$ cat src/rtl/mem_access.sv
// rv64IM memory-access stage: one 64-bit bus transaction per load/store,
// byte-lane steering, load extension, and registered write-back bundle.
module mem_access (
  input  logic        clk,
  input  logic        rst_n,
  input  logic        valid_i,
  output logic        ready_o,
  input  logic        load_i,
  input  logic        store_i,
  input  logic [2:0]  funct3_i,
  input  logic [63:0] sdata_i,
  input  logic [63:0] aluout_i,
  input  logic        wen_i,
  input  logic [4:0]  rd_i,
  input  logic [63:0] pc_i,
  input  logic        exit_i,
  output logic        valid_o,
  output logic        wen_o,
  output logic [4:0]  rd_o,
  output logic [63:0] wbdata_o,
  output logic [63:0] pc_o,
  output logic        exit_o,
  output logic        err_o,
  output logic        req_o,
  output logic        we_o,
  output logic [63:0] addr_o,
  output logic [63:0] wdata_o,
  output logic [7:0]  wstrb_o,
  input  logic [63:0] rdata_i,
  input  logic        ack_i
);

  typedef enum logic {IDLE, BUS} state_t;

  state_t state, state_nxt;

  logic       accept;
  logic       is_mem;
  logic       illegal;
  logic       misal;
  logic       bad;
  logic       go_bus;
  logic       done;
  logic [2:0] off;
  logic [7:0] mask;

  logic        ld_q;
  logic        wen_q;
  logic [4:0]  rd_q;
  logic [63:0] pc_q;
  logic        exit_q;
  logic [2:0]  f3_q;
  logic [2:0]  off_q;
  logic [63:0] x;
  logic [63:0] ld_data;

  assign off     = aluout_i[2:0];
  assign ready_o = (state == IDLE);
  assign accept  = valid_i & ready_o;
  assign is_mem  = load_i | store_i;
  assign bad     = is_mem & (illegal | misal);
  assign go_bus  = accept & is_mem & ~bad;
  assign done    = (state == BUS) & ack_i;

  always_comb begin
    illegal = (load_i & store_i)
            | (load_i & (funct3_i == 3'b111))
            | (store_i & funct3_i[2]);
    misal = 1'b0;
    mask  = 8'h01;
    unique case (funct3_i[1:0])
      2'b00: begin misal = 1'b0;          mask = 8'h01; end
      2'b01: begin misal = off[0];        mask = 8'h03; end
      2'b10: begin misal = |off[1:0];     mask = 8'h0f; end
      2'b11: begin misal = |off;          mask = 8'hff; end
    endcase
  end

  always_comb begin
    x       = rdata_i >> {off_q, 3'b000};
    ld_data = x;
    unique case (f3_q)
      3'b000:  ld_data = {{56{x[7]}},  x[7:0]};
      3'b001:  ld_data = {{48{x[15]}}, x[15:0]};
      3'b010:  ld_data = {{32{x[31]}}, x[31:0]};
      3'b100:  ld_data = {56'd0, x[7:0]};
      3'b101:  ld_data = {48'd0, x[15:0]};
      3'b110:  ld_data = {32'd0, x[31:0]};
      default: ld_data = x;
    endcase
  end

  always_ff @(posedge clk) begin
    if (!rst_n) state <= IDLE;
    else        state <= state_nxt;
  end

  always_comb begin
    state_nxt = state;
    unique case (state)
      IDLE: if (go_bus) state_nxt = BUS;
      BUS:  if (ack_i)  state_nxt = IDLE;
    endcase
  end

  always_ff @(posedge clk) begin
    if (!rst_n) begin
      valid_o  <= 1'b0;
      wen_o    <= 1'b0;
      rd_o     <= '0;
      wbdata_o <= '0;
      pc_o     <= '0;
      exit_o   <= 1'b0;
      err_o    <= 1'b0;
      req_o    <= 1'b0;
      we_o     <= 1'b0;
      addr_o   <= '0;
      wdata_o  <= '0;
      wstrb_o  <= '0;
      ld_q     <= 1'b0;
      wen_q    <= 1'b0;
      rd_q     <= '0;
      pc_q     <= '0;
      exit_q   <= 1'b0;
      f3_q     <= '0;
      off_q    <= '0;
    end else begin
      valid_o <= 1'b0;
      if (accept) begin
        ld_q   <= load_i;
        wen_q  <= wen_i;
        rd_q   <= rd_i;
        pc_q   <= pc_i;
        exit_q <= exit_i;
        f3_q   <= funct3_i;
        off_q  <= off;
        if (go_bus) begin
          req_o   <= 1'b1;
          we_o    <= store_i;
          addr_o  <= {aluout_i[63:3], 3'b000};
          wdata_o <= store_i ? (sdata_i << {off, 3'b000}) : 64'd0;
          wstrb_o <= store_i ? (mask << off) : 8'd0;
        end else begin
          valid_o  <= 1'b1;
          err_o    <= bad;
          wen_o    <= wen_i & ~is_mem;
          wbdata_o <= aluout_i;
          rd_o     <= rd_i;
          pc_o     <= pc_i;
          exit_o   <= exit_i;
        end
      end
      if (done) begin
        req_o    <= 1'b0;
        we_o     <= 1'b0;
        wstrb_o  <= '0;
        valid_o  <= 1'b1;
        err_o    <= 1'b0;
        wen_o    <= ld_q & wen_q;
        wbdata_o <= ld_q ? ld_data : 64'd0;
        rd_o     <= rd_q;
        pc_o     <= pc_q;
        exit_o   <= exit_q;
      end
    end
  end

endmodule

$ cat config.mk
export PLATFORM = sky130hd
export DESIGN_NAME = mem_access
export DESIGN_NICKNAME = d
export VERILOG_FILES = /design/src/rtl/mem_access.sv
export SDC_FILE = /design/constraint.sdc
export NUM_CORES = 1
export LEC_CHECK = 0
export CELL_PAD_IN_SITES_DETAIL_PLACEMENT = 1
export CELL_PAD_IN_SITES_GLOBAL_PLACEMENT = 2
export CORE_MARGIN = 4
export CORE_UTILIZATION = 32
export DETAILED_ROUTE_END_ITERATION = 10
export DONT_BUFFER_PORTS = 1
export PLACE_DENSITY = 0.83
export SETUP_SLACK_MARGIN = 0.02
export SYNTH_ARGS = -nofsm -noshare
export SYNTH_HDL_FRONTEND = slang
export SYNTH_SLANG_ARGS = --single-unit
$ cat constraint.sdc
create_clock -name clk -period 2.1 [get_ports clk]
set_input_delay 0.315 -clock clk [delete_from_list [all_inputs] [get_ports clk]]
set_output_delay 0.315 -clock clk [all_outputs]
set_load 0.05 [all_outputs]
### Word level (Yosys, flattened, before mapping)

Cells that the tools add are included.

| cells by class | value |
|---|---|
| equality and inequality tests | 10 |
| shifts and indexed selects | 3 |
| muxes and demuxes | 27 |
| bitwise operators | 19 |
| reductions and logical operators | 9 |

Operators with widths:

| operator | number |
|---|---|
| $mux W64 | 8 |
| $pmux W64 S6 | 1 |
| $shl A64 B6 Y64 | 1 |
| $shr A64 B6 Y64 | 1 |
| $pmux W8 S4 | 1 |
| $mux W5 | 3 |
| $eq A3 B3 Y1 const B | 4 |
| $mux W1 | 11 |
| $and A1 B1 Y1 | 10 |
| $mux W8 | 1 |
| $shl A8 B3 Y8 | 1 |
| $reduce_and A2 Y1 | 3 |
| $not A1 Y1 | 5 |
| $eq A2 B2 Y1 const B | 2 |
| $or A1 B1 Y1 | 4 |
| $pmux W1 S4 | 1 |
| $reduce_or A2 Y1 | 2 |
| $eq A3 B1 Y1 const B | 1 |
| $eq A3 B2 Y1 const B | 1 |
| $logic_not A3 Y1 | 1 |
| $reduce_or A3 Y1 | 1 |
| $eq A2 B1 Y1 const B | 1 |
| $logic_not A2 Y1 | 1 |
| $ne A2 B1 Y1 const B | 1 |
| other kinds (2) | 2 |

| storage, ports and cells | value |
|---|---|
| register bits | 351 |
| input port bits | 272 |
| output and inout bits | 276 |

### Longest topological paths before layout

Gate-level depths: netlist of the first run.

| logic depth | value |
|---|---|
| depth in word-level cells | 11 |
| depth in mapped cells | 9 |
| depth with buffers taken out | 5 |

### Worst setup path after synthesis of the first run

No wires, ideal clock.

| timing path | value |
|---|---|
| path type | in2reg |
| from | input aluout_i[0] |
| to | register wdata_o[59] |
| library setup time | 70 ps |
| data arrival time | 1958 ps |
| data required time | 2030 ps |
| path slack | 72 ps |
| cell stages on the path | 6 |
| path buffers | 2 |
| path through | clkbuf_1 -> inv_1 -> buf_1 -> mux4_2 -> or3_1 -> a21oi_1 |

| on the way | value |
|---|---|
| cells in the longest elaborated chain, start to end | 7 |
| elaborated cells between the ends (all ways) | 10 |

Ends and longest elaborated chain:

| item | line | RTL |
|---|---|---|
| from (decl) | 12 | `input logic [63:0] aluout_i,` |
| $reduce_or A3 Y1 or $reduce_or A2 Y1 (tied branches) | 75, 74 |  |
| $pmux W1 S4 | 71 | `unique case (funct3_i[1:0])` |
| $or A1 B1 Y1 | 61 | `assign bad = is_mem & (illegal \| misal);` |
| $and A1 B1 Y1 | 61 |  |
| $not A1 Y1 | 62 | `assign go_bus = accept & is_mem & ~bad;` |
| $and A1 B1 Y1 | 62 |  |
| $reduce_and A2 Y1 (no line) | -- |  |
| to (signal assigned) | 141 | `wdata_o <= store_i ? (sdata_i << {off, 3'b000}) : 64'd0;` |
| to (decl) | 27 | `output logic [63:0] wdata_o,` |

Parallel ways exist; a longest one is shown, timed or not.
A chain may end at the register's enable or synchronous reset.

### Worst setup path after layout of the first run

| timing path | value |
|---|---|
| from | register off_q[1] |
| to | register wbdata_o[13] |

| on the way | value |
|---|---|
| cells in the longest elaborated chain, start to end | 4 |

Ends and longest elaborated chain:

| item | line | RTL |
|---|---|---|
| from (decl) | 53 | `logic [2:0] off_q;` |
| from (signal assigned) | 126 | `off_q <= '0;` |
| from (signal assigned) | 136 | `off_q <= off;` |
| $shr A64 B6 Y64 | 80 | `x = rdata_i >> {off_q, 3'b000};` |
| $pmux W64 S6 | 82 | `unique case (f3_q)` |
| $mux W64 | 160 | `wbdata_o <= ld_q ? ld_data : 64'd0;` |
| $mux W64 | 153 | `if (done) begin` |
| to (signal assigned) | 147 | `wbdata_o <= aluout_i;` |
| to (signal assigned) | 160 |  |
| to (decl) | 20 | `output logic [63:0] wbdata_o,` |

No other way between the ends.

==> reports/summary.log, run 1 <==
[yosys] dominant register cell in the synthesized netlist sky130_fd_sc_hd__dfxtp_1
[placement] GP Congestion 0.921
[clocking] clock tree root buffer cell sky130_fd_sc_hd__clkbuf_16
[die] Die Outline Area 57300 µm²
[clocking] CTS Buf Count 43
[timing] normalized max-slew margin 0.413
[yosys] synthesized instance count 2120
[placement] worst setup slack after placement 0.0177 ns
[timing] final sum of negative setup slack 0 ns
[worst_hold_path] path category of the worst min-delay check input pin to flop
[drt] number of DRC markers in iteration 0 1157
[drt] DR vias 16.9k
[cells_and_area] FILL cells 6130
[global_routing] first-pass GRT wire length 111000 µm
[worst_setup_path] critical setup path kind flop to flop
[drt] routed wire length 75300 µm
[pwr] Leak Pwr 0.00775 µW
[drt] highest routed metal layer met5
[worst_setup_path] ordered list of cells on the worst path buf_12 > buf_16 > mux2i_4 > mux4_2 > o21bai_1 > a21oi_2 > a221o_1
[timing] skew final 0.0239 ns
[die] Rows 84
[cells_and_area] share of post-route cells with drive strength above 1 0.114
[yosys] sequential share of the synthesized area 0.410
[pwr] power density relative to cell area 898 nW/µm²
[yosys] average instance area after synthesis 8.08 µm²
[clocking] level count of the clock H-tree 2
[run] max-cap violations 0
[clocking] clock insertion delay at the later pin of the skew report 0.57 ns
[worst_setup_path] CP Max Fanout 24
[yosys] Syn. warnings 0
[drt] sum of routed wire segments on met1 30100 µm
[drt] wire length per cell after detailed routing 25.8 µm
[timing] post-route worst setup slack 0.0556 ns
[drt] vias per cell 5.79
[global_routing] grt total ovfl 0
[die] ports placed on the boundary 548
[worst_setup_path] Critical Path RT 2.61 ns
[clocking] clock tree from TritonCTS done
[yosys] FFs w/ async S/R, synth 0
[yosys] Post-synth EDFFs 0
[die] die extent in x 239 µm
[placement] count of buffers inserted at the top-level ports 0
[worst_setup_path] type of element capturing the critical path flop
[yosys] Seq cells post-synth 351
[die] starting density of the core 0.325
[worst_setup_path] combined buffer and inverter count along the critical path 2
[timing] final setup violation count 0
[drt] count of antenna-violating nets left after detailed routing 0
[clocking] CTS max path bufs 3
[timing] pins over their slew limit 0
[outcome] status complete, no violations
[cells_and_area] combined area of the multi-input logic cells 9280 µm²
[die] vertical die dimension 239 µm
[worst_setup_path] element type at the critical path start flop
[timing] count of endpoints failing hold in the final timing report 0
[yosys] xor-xnor portion of the synthesized cell area 0.00102
[worst_setup_path] Crit path arrival time 2.55 ns
[worst_setup_path] family of cells with the greatest summed delay on the critical path multiplexers
[pwr] Power Total 19100 µW
[placement] HPWL after detailed placement 53100 µm
[yosys] share of synthesized cell area in full adder, half adder and majority cells 0
[timing] setup repair after global routing missed its margin no
[timing] fmax 489 MHz
[yosys] post-synthesis cell area 17100 µm²
[clocking] clock transition at the registers of the reported paths 0.06 ns
[global_routing] via count of the first global-routing pass 17.3k
[clocking] clock tree sinks 351
[cells_and_area] net total in the final layout 2464
[drt] DRC viols 0
[drt] TritonRoute pass-1 iters 5
[timing] fraction of the cycle the final worst path needs 0.974
[timing] Final min period 2.04 ns
[cells_and_area] storage element area 7040 µm²
[yosys] share of synthesized area spent on multiplexers 0.120
[yosys] count of distinct cell types in the synthesized netlist 59
[timing] transition time at the pin with the least slew margin 0.881 ns
[global_routing] gr usage total 0.248
[drt] met2 WL 35300 µm
[yosys] synthesized-area fraction occupied by and/or/nand/nor cells 0.192
[cells_and_area] growth of design area from synthesis to finish 23.9%
[yosys] synthesized-area fraction occupied by ao, oa, aoi and oai cells 0.222
[global_routing] number of antenna violations at the first check in global routing 4
[pwr] worst voltage drop across the vdd grid 0.000459 V
[drt] met3 wirelength from detailed routing 7330 µm
[global_routing] pin count of the biggest net entering global routing 121
[worst_setup_path] critical path's largest stage delay 0.51 ns
[yosys] dominant combinational cell family by area after synthesis compound AO/OA/AOI/OAI gates
[worst_setup_path] slowest CP cell sky130_fd_sc_hd__mux4_2
[die] Floorplan Core Area 52800 µm²
## cells in the final DEF (no fill, tap or decap), drive strengths merged, types with 13 or more instances in the layout
master	Yosys	layout
and3	16	16
o22ai	48	48
nand4	25	25
and2	13	13
mux2	13	13
nand2	519	519
o2bb2ai	14	14
mux4	37	37
dfxtp	351	351
dlygate4sd3	0	149
a22oi	13	13
clkbuf	151	60
o21ai	103	103
nor2	146	146
nand3	20	20
mux2i	108	108
a311oi	71	71
buf	64	91
a211oi	20	20
a2bb2oi	24	24
a21oi	214	214
a32oi	14	14
## per-stage QoR
step           cells  instance area (µm²)  hold WS, ns  utilization
3_3_place_gp    2685                18200        0.441        0.344
4_1_cts         2913                21100     0.000582        0.401
2_1_floorplan   2122                17100        0.437            -
6_report        2917                21200       0.0339        0.402
5_1_grt         2916                21200       0.0159        0.402
3_5_place_dp    2685                18200        0.448        0.344
## flip-flops by register name (all words and copies together), names as in the netlist
signal / count
pc_o: 64
pc_q: 64
wbdata_o: 64
wdata_o: 64
addr_o: 61
wstrb_o: 8
rd_o: 5
rd_q: 5
f3_q: 3
off_q: 3
err_o: 1
exit_o: 1
exit_q: 1
ld_q: 1
req_o: 1
state: 1
valid_o: 1
we_o: 1
wen_o: 1
wen_q: 1
## final cells by class
class | instances | share of cell area
antenna | 4 | 0.000472
clock buffer | 60 | 0.0585
clock inverter | 18 | 0.0105
inverter | 11 | 0.00230
multi-input combinational | 1545 | 0.438
sequential | 351 | 0.332
tap | 688 | 0.0406
timing repair buffer | 240 | 0.118
## where the power goes
| part | total (µW) | switching (µW) | internal, µW |
|---|---|---|---|
| Clock | 7730 | 3100 | 4640 |
| Sequential | 8490 | 1410 | 7080 |
| Combinational | 2840 | 1610 | 1220 |
## worst reg2reg max path, cell delays in order (launching register included)
cell                       delay (ns)
sky130_fd_sc_hd__dfxtp_4         0.37
sky130_fd_sc_hd__buf_12          0.17
sky130_fd_sc_hd__buf_16          0.19
sky130_fd_sc_hd__mux2i_4         0.21
sky130_fd_sc_hd__mux4_2          0.51
sky130_fd_sc_hd__o21bai_1        0.21
sky130_fd_sc_hd__a21oi_2         0.18
sky130_fd_sc_hd__a221o_1         0.13
## path summary, 6_finish.rpt
| path | start | end | depth (start not counted) | slack [ns] |
|---|---|---|---|---|
| worst min register to register | wdata_o[57] | wdata_o[57] | 2 | 0.45 |
| worst min-delay path | aluout_i[36] | wbdata_o[36] | 2 | 0.03 |
| worst max-delay path | off_q[1] | wbdata_o[13] | 7 | 0.06 |
| worst max register to register | off_q[1] | wbdata_o[13] | 7 | 0.06 |
## routing by layer
layer / global-route usage / vias to the layer above
li1: - / 7710
met1: 0.305 / 8424
met2: 0.412 / 624
met3: 0.0854 / 137
met4: 0.0767 / 2
met5: 0 / -
## repair_timing
item | CTS | global route
endpoints found under the hold margin | 313 | 0
hold buffers | 150 | 0
gates resized for setup | 1 | 17
buffers inserted | 0 | 0
endpoints found under the setup margin | 1 | 42
pin swaps | 0 | 1
## Yosys cell counts, types with 3 or more instances
cell type / n / share of area
sky130_fd_sc_hd__o221a_2: 3 / 0.0020
sky130_fd_sc_hd__dfxtp_1: 351 / 0.41
sky130_fd_sc_hd__nor3_1: 12 / 0.0035
sky130_fd_sc_hd__buf_4: 4 / 0.0018
sky130_fd_sc_hd__buf_1: 14 / 0.0031
sky130_fd_sc_hd__and3_1: 16 / 0.0058
sky130_fd_sc_hd__mux2i_1: 108 / 0.063
sky130_fd_sc_hd__o21ai_0: 101 / 0.030
sky130_fd_sc_hd__a31o_2: 8 / 0.0041
sky130_fd_sc_hd__nand4b_1: 8 / 0.0041
sky130_fd_sc_hd__a221o_1: 12 / 0.0070
sky130_fd_sc_hd__nand4_1: 25 / 0.0091
sky130_fd_sc_hd__o22ai_1: 48 / 0.018
sky130_fd_sc_hd__nor2b_1: 9 / 0.0033
sky130_fd_sc_hd__a31oi_1: 3 / 0.0011
sky130_fd_sc_hd__a21oi_1: 214 / 0.063
sky130_fd_sc_hd__o31a_1: 3 / 0.0015
sky130_fd_sc_hd__nand2b_1: 11 / 0.0040
sky130_fd_sc_hd__o211ai_1: 11 / 0.0048
sky130_fd_sc_hd__nor2_1: 146 / 0.032
sky130_fd_sc_hd__a22oi_1: 13 / 0.0057
sky130_fd_sc_hd__mux2_2: 12 / 0.0079
sky130_fd_sc_hd__a311oi_1: 71 / 0.036
sky130_fd_sc_hd__mux4_2: 37 / 0.049
sky130_fd_sc_hd__or3_1: 8 / 0.0029
sky130_fd_sc_hd__o21bai_1: 6 / 0.0026
sky130_fd_sc_hd__o21a_1: 3 / 0.0013
sky130_fd_sc_hd__inv_1: 9 / 0.0020
sky130_fd_sc_hd__buf_2: 45 / 0.013
sky130_fd_sc_hd__a2bb2oi_1: 24 / 0.012
sky130_fd_sc_hd__a32oi_1: 14 / 0.0072
sky130_fd_sc_hd__and2_1: 13 / 0.0047
sky130_fd_sc_hd__a211o_1: 6 / 0.0031
sky130_fd_sc_hd__o2bb2ai_1: 14 / 0.0072
sky130_fd_sc_hd__or2_2: 4 / 0.0015
sky130_fd_sc_hd__a32o_1: 3 / 0.0018
sky130_fd_sc_hd__clkbuf_1: 150 / 0.033
sky130_fd_sc_hd__nand2_1: 519 / 0.11
sky130_fd_sc_hd__nand3_1: 20 / 0.0058
sky130_fd_sc_hd__a211oi_1: 20 / 0.0088
## cells by family (layout without fill, tap and decap cells)
group	count (synthesis)	in the layout
and+or+nand+nor	794	794
AOI/OAI and AO/OA	588	588
DFF	351	351
buffers and inverters	226	329
muxes	158	158
xor gates and xnor gates	2	2
other	1	7
Power figures use the tool's default switching activity.
==> run 2, diff against run 1 <==
CORE_UTILIZATION = 39   (was 32)
PLACE_DENSITY = 0.94   (was 0.83)
clock period = 2.65 ns   (was 2.1 ns; I/O delays follow)
==> run 2 against run 1 <==
  * Maximum frequency fell by 15%
  * Routed wire length fell by 0.54%
  * Utilization rose by 6.5 points
  * Combinational power fell by 27%
  * Die area fell by 17%
  * Worst hold slack got worse by 0.022 ns
  * Largest power group unchanged
==> reports/summary.log, run 2 (synthesis gave the netlist of run 1 again) <==
[outcome] status complete, no violations
[die] Die Outline Area 47300 µm²
[run] max-cap violations 0
[clocking] clock transition at the registers of the reported paths 0.06 ns
[drt] number of DRC markers in iteration 0 1463
[drt] routed wire length 74900 µm
[cells_and_area] share of post-route cells with drive strength above 1 0.0867
[timing] skew final 0.0142 ns
[clocking] clock tree sinks 351
[die] Floorplan Core Area 43300 µm²
[timing] final setup violation count 0
[die] Rows 76
[timing] Final Hold Slack 0.0119 ns
[timing] final sum of negative setup slack 0 ns
[global_routing] number of antenna violations at the first check in global routing 9
[die] starting density of the core 0.396
[drt] vias per cell 6.21
[global_routing] via count of the first global-routing pass 17.6k
[clocking] clock insertion delay at the later pin of the skew report 0.57 ns
[drt] DR vias 17.1k
[worst_setup_path] R2R depth 5
[timing] transition time at the pin with the least slew margin 0.950 ns
[worst_setup_path] critical setup path kind flop to flop
[clocking] clock tree root buffer cell sky130_fd_sc_hd__clkbuf_16
[timing] setup repair after global routing missed its margin no
[worst_setup_path] worst reg2reg startpoint state
[clocking] CTS max path bufs 3
[placement] Cells after DPL 2541
[worst_setup_path] slowest CP cell sky130_fd_sc_hd__dfxtp_1
[die] vertical die dimension 218 µm
[drt] DRC viols 0
[worst_setup_path] endpoint of the worst register-to-register path wbdata_o[28]
[global_routing] gr usage total 0.298
[cells_and_area] combined area of the multi-input logic cells 9230 µm²
[timing] count of endpoints failing hold in the final timing report 0
[clocking] CTS Buf Count 40
[cells_and_area] growth of design area from synthesis to finish 18.1%
[worst_setup_path] Crit path arrival time 2.91 ns
[placement] Placed Instance Area 17500 µm²
[timing] fmax 415 MHz
[timing] fraction of the cycle the final worst path needs 0.909
[worst_hold_path] startpoint of the lowest-slack hold path funct3_i[0]
[worst_setup_path] type of element capturing the critical path flop
[global_routing] grt total ovfl 0
[drt] sum of routed wire segments on met1 27800 µm
[drt] wire length per cell after detailed routing 27.2 µm
[worst_setup_path] critical path's largest stage delay 0.51 ns
[timing] pins over their slew limit 0
[placement] count of buffers inserted at the top-level ports 0
[pwr] worst voltage drop across the vdd grid 0.000732 V
[worst_hold_path] number of cells traversed by the worst hold path 2
[cells_and_area] highest-count cells in the layout ignoring fill and taps sky130_fd_sc_hd__nand2_1, sky130_fd_sc_hd__dfxtp_1, sky130_fd_sc_hd__a21oi_1
[drt] highest routed metal layer met5
[drt] count of antenna-violating nets left after detailed routing 0
[timing] normalized max-slew margin 0.367
[drt] met2 WL 35200 µm
[clocking] clock tree from TritonCTS done
[pwr] Leak Pwr 0.00734 µW
[cells_and_area] count of placed standard cells in the final layout, fillers left out 2757
[clocking] level count of the clock H-tree 2
[worst_hold_path] endpoint of the worst hold path f3_q[0]
[cells_and_area] finished layout cell area 20200 µm²
[drt] met3 wirelength from detailed routing 8150 µm
[die] die extent in x 218 µm
[cells_and_area] net total in the final layout 2415
[placement] worst setup slack after placement 0.214 ns
[global_routing] first-pass GRT wire length 111000 µm
[worst_setup_path] ordered list of cells on the worst path and2_4 > buf_4 > nand2_1 > a21oi_1 > o221a_2
[global_routing] pin count of the biggest net entering global routing 125
[worst_setup_path] CP Max Fanout 32
[worst_setup_path] flop-to-flop setup slack 0.24 ns
[worst_hold_path] path category of the worst min-delay check input pin to flop
[cells_and_area] most common library cell in the layout ignoring fill and taps sky130_fd_sc_hd__nand2_1
[cells_and_area] storage element area 7030 µm²
[clocking] PostCTS Resize Cnt 0
[worst_setup_path] Critical Path RT 3.16 ns
[placement] GP Congestion 0.941
[timing] Final min period 2.41 ns
[drt] TritonRoute pass-1 iters 5
[pwr] power density relative to cell area 708 nW/µm²
[timing] post-route worst setup slack 0.242 ns
[placement] HPWL after detailed placement 49900 µm
[die] ports placed on the boundary 548
[worst_setup_path] element type at the critical path start flop
[cells_and_area] FILL cells 5058
[run 2: cell count changes in the layout (fill, tap and decap cells not counted), sizes merged]
cell and delta:
buf -42, bufinv -2, clkbuf -5, clkinv -2, clkinvlp -3, dlygate4sd3 -4, inv +1
[run 2: critical path, delay by kind of cell (launching register included)]
kind | cells | cell delay (ns)
AO/OA/AOI/OAI | 2 | 0.72
buffers and inverters | 1 | 0.38
flip-flops | 1 | 0.51
AND/OR/NAND/NOR | 2 | 0.73
[run 2: layout make-up]
cell class	instances	area share
timing repair buffer	194	0.0943
inverter	11	0.00241
clock inverter	12	0.00668
sequential	351	0.348
clock buffer	55	0.0557
tap	585	0.0362
antenna	4	0.000495
multi-input combinational	1545	0.457
[run 2: routing by layer]
metal | global-route usage | vias to the layer above
li1 | - | 7583
met1 | 0.344 | 8479
met2 | 0.491 | 813
met3 | 0.123 | 227
met4 | 0.124 | 8
met5 | 0 | -
[run 2: repair_timing]
item | in CTS | in global routing
setup endpoints to repair | 0 | 0
setup buffers | 0 | 0
hold endpoints to repair | 237 | 0
hold buffers | 145 | 0
[run 2: how the worst max path moves through the flow]
stage / cells after the start / end / slack (ns) / startpoint
after global routing: 5 / wbdata_o[28] / 0.09 / state
final: 5 / wbdata_o[28] / 0.24 / state
after detailed placement: 6 / wdata_o[37] / 0.21 / funct3_i[0]
after global placement: 6 / wdata_o[35] / 0.34 / funct3_i[0]
after floorplan: 6 / wdata_o[59] / 0.54 / aluout_i[0]
after CTS: 6 / wbdata_o[41] / 0.25 / off_q[0]
[run 2: power by group]
part           internal [µW]  total (µW)  switching, µW
logic                    856        2060           1200
registers               5610        6770           1160
clock network           3170        5480           2310
total                   9630       14300           4680
[run 2: metrics by stage]
| stage | power [µW] | util |
|---|---|---|
| final | 14300 | 0.467 |
| after global routing | 14800 | 0.467 |
| after CTS | 14300 | 0.467 |
| after detailed placement | 8660 | 0.404 |
| after global placement | 8580 | 0.404 |
| after floorplan | 8150 | - |
